## src/rtl/alu_result_stage.sv

```systemverilog
// Registered result stage behind the add/subtract unit. Derives the NZCV flags,
// buffers results in a 2-entry skid buffer and keeps overflow statistics.
module alu_result_stage #(
  parameter int WIDTH = 8,
  parameter int CNT_W = 4
) (
  input  logic             clk,
  input  logic             rst,
  input  logic             in_valid,
  output logic             in_ready,
  input  logic [WIDTH-1:0] in_sum,
  input  logic             in_cout,
  input  logic             in_of,
  input  logic             in_sub,
  output logic             out_valid,
  input  logic             out_ready,
  output logic [WIDTH-1:0] out_data,
  output logic [3:0]       out_flags,
  output logic             ovf_sticky,
  output logic [CNT_W-1:0] ovf_count,
  input  logic             clr_stats
);

  typedef enum logic [1:0] {EMPTY, ONE, TWO} state_t;

  localparam logic [CNT_W-1:0] CNT_MAX = '1;
  localparam logic [CNT_W-1:0] CNT_ONE = CNT_W'(1);

  state_t           state;
  logic [WIDTH-1:0] skid_data;
  logic [3:0]       skid_flags;
  logic [3:0]       cap_flags;
  logic             accept;
  logic             present;

  assign accept  = in_valid & in_ready;
  assign present = out_valid & out_ready;

  // A subtract runs the adder with cin=1, so the borrow is the inverted carry-out.
  always_comb begin
    cap_flags = {in_sum[WIDTH-1], (in_sum == '0), (in_sub ? ~in_cout : in_cout), in_of};
  end

  // The main register drives the outputs directly; skid only fills under backpressure.
  always_ff @(posedge clk or posedge rst) begin
    if (rst) begin
      state      <= EMPTY;
      out_valid  <= 1'b0;
      in_ready   <= 1'b1;
      out_data   <= '0;
      out_flags  <= '0;
      skid_data  <= '0;
      skid_flags <= '0;
    end else begin
      case (state)
        EMPTY: begin
          if (accept) begin
            out_data  <= in_sum;
            out_flags <= cap_flags;
            out_valid <= 1'b1;
            state     <= ONE;
          end
        end
        ONE: begin
          if (accept && present) begin
            out_data  <= in_sum;
            out_flags <= cap_flags;
          end else if (accept) begin
            skid_data  <= in_sum;
            skid_flags <= cap_flags;
            in_ready   <= 1'b0;
            state      <= TWO;
          end else if (present) begin
            out_valid <= 1'b0;
            state     <= EMPTY;
          end
        end
        TWO: begin
          if (present) begin
            out_data  <= skid_data;
            out_flags <= skid_flags;
            in_ready  <= 1'b1;
            state     <= ONE;
          end
        end
        default: begin
          out_valid <= 1'b0;
          in_ready  <= 1'b1;
          state     <= EMPTY;
        end
      endcase
    end
  end

  // An accepted overflow outranks a coincident clear, restarting the count at one.
  always_ff @(posedge clk or posedge rst) begin
    if (rst) begin
      ovf_sticky <= 1'b0;
      ovf_count  <= '0;
    end else if (accept && in_of) begin
      ovf_sticky <= 1'b1;
      if (clr_stats) begin
        ovf_count <= CNT_ONE;
      end else if (ovf_count != CNT_MAX) begin
        ovf_count <= ovf_count + CNT_ONE;
      end
    end else if (clr_stats) begin
      ovf_sticky <= 1'b0;
      ovf_count  <= '0;
    end
  end

endmodule

```

## config.mk

```make
export PLATFORM = sky130hd
export DESIGN_NAME = alu_result_stage
export DESIGN_NICKNAME = d
export VERILOG_FILES = /design/src/rtl/alu_result_stage.sv
export SDC_FILE = /design/constraint.sdc
export NUM_CORES = 1
export LEC_CHECK = 0
export ABC_CLOCK_PERIOD_IN_PS = 1700
export BUFFER_PORTS_ARGS = -buffer_cell sky130_fd_sc_hd__buf_2
export CAP_MARGIN = 20
export CORE_UTILIZATION = 25
export CTS_CLUSTER_DIAMETER = 30
export DETAILED_ROUTE_END_ITERATION = 6
export GPL_ROUTABILITY_DRIVEN = 0
export SKIP_LAST_GASP = 1
export SYNTH_ARGS = -nofsm -noshare
export SYNTH_HDL_FRONTEND = slang
export SYNTH_SLANG_ARGS = --single-unit
```

## constraint.sdc

```tcl
create_clock -name clk -period 1.7 [get_ports clk]
set_clock_uncertainty 0.1 [all_clocks]
set_input_delay 0.34 -clock clk [delete_from_list [all_inputs] [get_ports clk]]
set_output_delay 0.34 -clock clk [all_outputs]
set_load 0.02 [all_outputs]
```

==> metrics <==
postcts setup bufs 0; WP buf/inv 1; # DRC 0; clock root cell clkbuf_8; sequential area share after synthesis 52.14%; Synth cell types 32; First DRT Iteration DRCs 42; Peak VDD IR 307.3 uV; layout net count 202; Synth top area share just over 50%; Reg clk slew, reported paths ~70 ps; GR Util met2 18.45%; CTS HTree Levels 2; Mean Syn Cell Area 10.88 um2; slowest cell on the critical path dfrtp_2; DR vias/cell 4.500; hold-fix buffers at CTS 0; setup violators final 5; Util after Layout 34.60%; die outline height 79.21 um; Tmin final roughly 1700 ps; setup TNS -51.87 ps; CP Data Arrival Time 1780 ps; grt ovf 0; Slew Limit Fails 0; PD cells around 700 nW/um2; crit path from out_valid; initial core utilization between 20% and 30%; GR Layer Usage met3 2.644%; CTS Buf Count 5; CP Capture Type register; Post-synth ARST share 100.0%; final worst slack -14.13 ps; Crit path largest cell delay around 400 ps; synthesized instance count ~140; share of cells above drive strength 1 41.94%; Max FO, Critical Path 5; fin crit share 100.8%; Hold Crit Class in2async; Post-Place Cells approximately 250; top_reg_cell synth dfrtp_1; max cap viols 0; worst skew pair latency around 270 ps; met1 usage 13.21%; slew of the pin with the lowest slew margin 431.9 ps; # rows 27; vias in the first global route 1131; Syn. warnings 0; Routed WL around 3300 um; CP delay by family, top compound AO/OA/AOI/OAI gates; crit path cell chain and3_1, o21ba_4, a31oi_4, clkbuf_16, mux2_4; synthesis-to-layout area growth 30.98%; WHS 38.91 ps; Num Clock Sinks 31; CTS tree yes; initial antenna violation count 0; post-route ant nets 0; Die Area ~6300 um2; Critical R2R Launch out_valid; DP Worst Slack -63.44 ps; Top Ports 35; Die Wd 79.21 um; deepest clock path buffer count 2; Synth Cell Area 1490 um2; GRT Util Overall between 10% and 20%; Antenna diodes 0; first-pass GRT wire length 5250 um; hpwl dp 2302 um; startpoint types register; Rel. slew slack 71.21%; RSZ-0062 raised after global routing true; main area contributors after synthesis dfrtp_1 50%, mux2_4 10%, nand2_1 9.1%; final std cells w/o fill around 260; WP data required 1760 ps; critical path class reg2reg; GR peak layer met2; largest net degree at the start of global routing 32; Core Region approximately 5600 um2; number of synthesized flops with an enable pin 0; Max Fclk 583.4 MHz; outcome finished, violations left; final hold vios 0; Lkg Pwr ~1.1 nW; Synth area leader dfrtp_1; Initial DRT Pass Iterations 6; syn nets 154; routed len/inst 12.76 um; DR vias 1161; failing checks negative setup slack; Buffers on Ports 34; synthesized flop and latch total 31
per-layer routing:
layer | wire length, um | vias to the layer above
met5 | 0 | -
met4 | 61 | 0
met3 | 114 | 5
met2 | 1620 | 21
met1 | 1494 | 569
li1 | - | 566
layout by cell type, fill, tap and decap left out, types with 5 or more instances in the layout:
master	instances
mux2_4	11
nand3_1	5
dfrtp_1	29
nand2_1	36
mux2_2	9
o21ai_0	5
buf_4	9
clkbuf_8	5
nor2_1	5
a21oi_1	5
buf_2	34
synth_stat cells (2+ instances only):
master    number
mux2_2        10
mux2_4        10
o21ai_0        6
nand3b_1       2
inv_1          3
nand2_1       36
clkbuf_1       2
nand3_1        5
dfrtp_1       30
nand4_1        2
a21oi_1        5
nor2_1         5
nor4_1         2
worst min-delay path: stages:
cell   delay, ps
buf_2         90
inv_1         40
buf_4        360
where the power goes:
part / internal (mW) / switching, mW / leakage [nW]
sequential: 0.738 / 0.0000000000000000280 / 0.428
clock: 0.290 / 0.251 / 0.0395
combinational: 0.0255 / 0.0399 / 0.592
registers in the layout, indices dropped and copies added (netlist names):
| name | count |
|---|---|
| out_flags | 3 |
| out_data | 8 |
| skid_flags | 3 |
| in_ready | 1 |
| skid_data | 8 |
| state | 2 |
| out_valid | 1 |
| ovf_count | 4 |
| ovf_sticky | 1 |
what timing repair did:
action	CTS	global route
setup endpoints to repair	5	12
pin swaps	0	1
gates resized for setup	0	3
cloned	0	1
final timing paths:
kind / to / cells past startpoint / slack [ps]
max: out_data[1] / 5 / -10
min: out_data[4] / 3 / 40
max reg2reg: out_data[1] / 5 / -10
min reg2reg: skid_flags[1] / 2 / 390
max in group asynchronous: in_ready / 3 / 1130
min in group clk: ovf_count[1] / 2 / 200
stage by stage:
| stage | cell area (um2) | power [mW] |
|---|---|---|
| after global placement | 1834 | 0.8178 |
| final | 1952 | 1.345 |
| after floorplan | 1500 | 0.7771 |
| after detailed placement | 1834 | 0.8183 |
| after CTS | 1914 | 1.371 |
| after global routing | 1952 | 1.416 |
final cells by class:
| cell class | count | area, um2 |
|---|---|---|
| tap | 72 | 90.09 |
| fill | 570 | 3690 |
| multi-input combinational | 98 | 689.4 |
| sequential | 31 | 778.2 |
| clock buffer | 8 | 80.08 |
| inverter | 3 | 11.26 |
| timing repair buffer | 46 | 302.8 |
kinds of logic (layout without fill, tap and decap cells):
| group | Yosys count | count (layout) | synth area share [%] |
|---|---|---|---|
| AND/OR/NAND/NOR | 58 | 58 | 17.72 |
| flip-flops | 31 | 31 | 52.14 |
| multiplexers | 21 | 21 | 18.30 |
| AO/OA/AOI/OAI | 16 | 16 | 6.969 |
| buffers and inverters | 8 | 57 | 2.855 |
| XOR/XNOR | 2 | 2 | 1.176 |
| adder cells (fa/ha/maj) | 1 | 1 | 0.8395 |
Note: power is estimated with default switching activity, not from simulation.
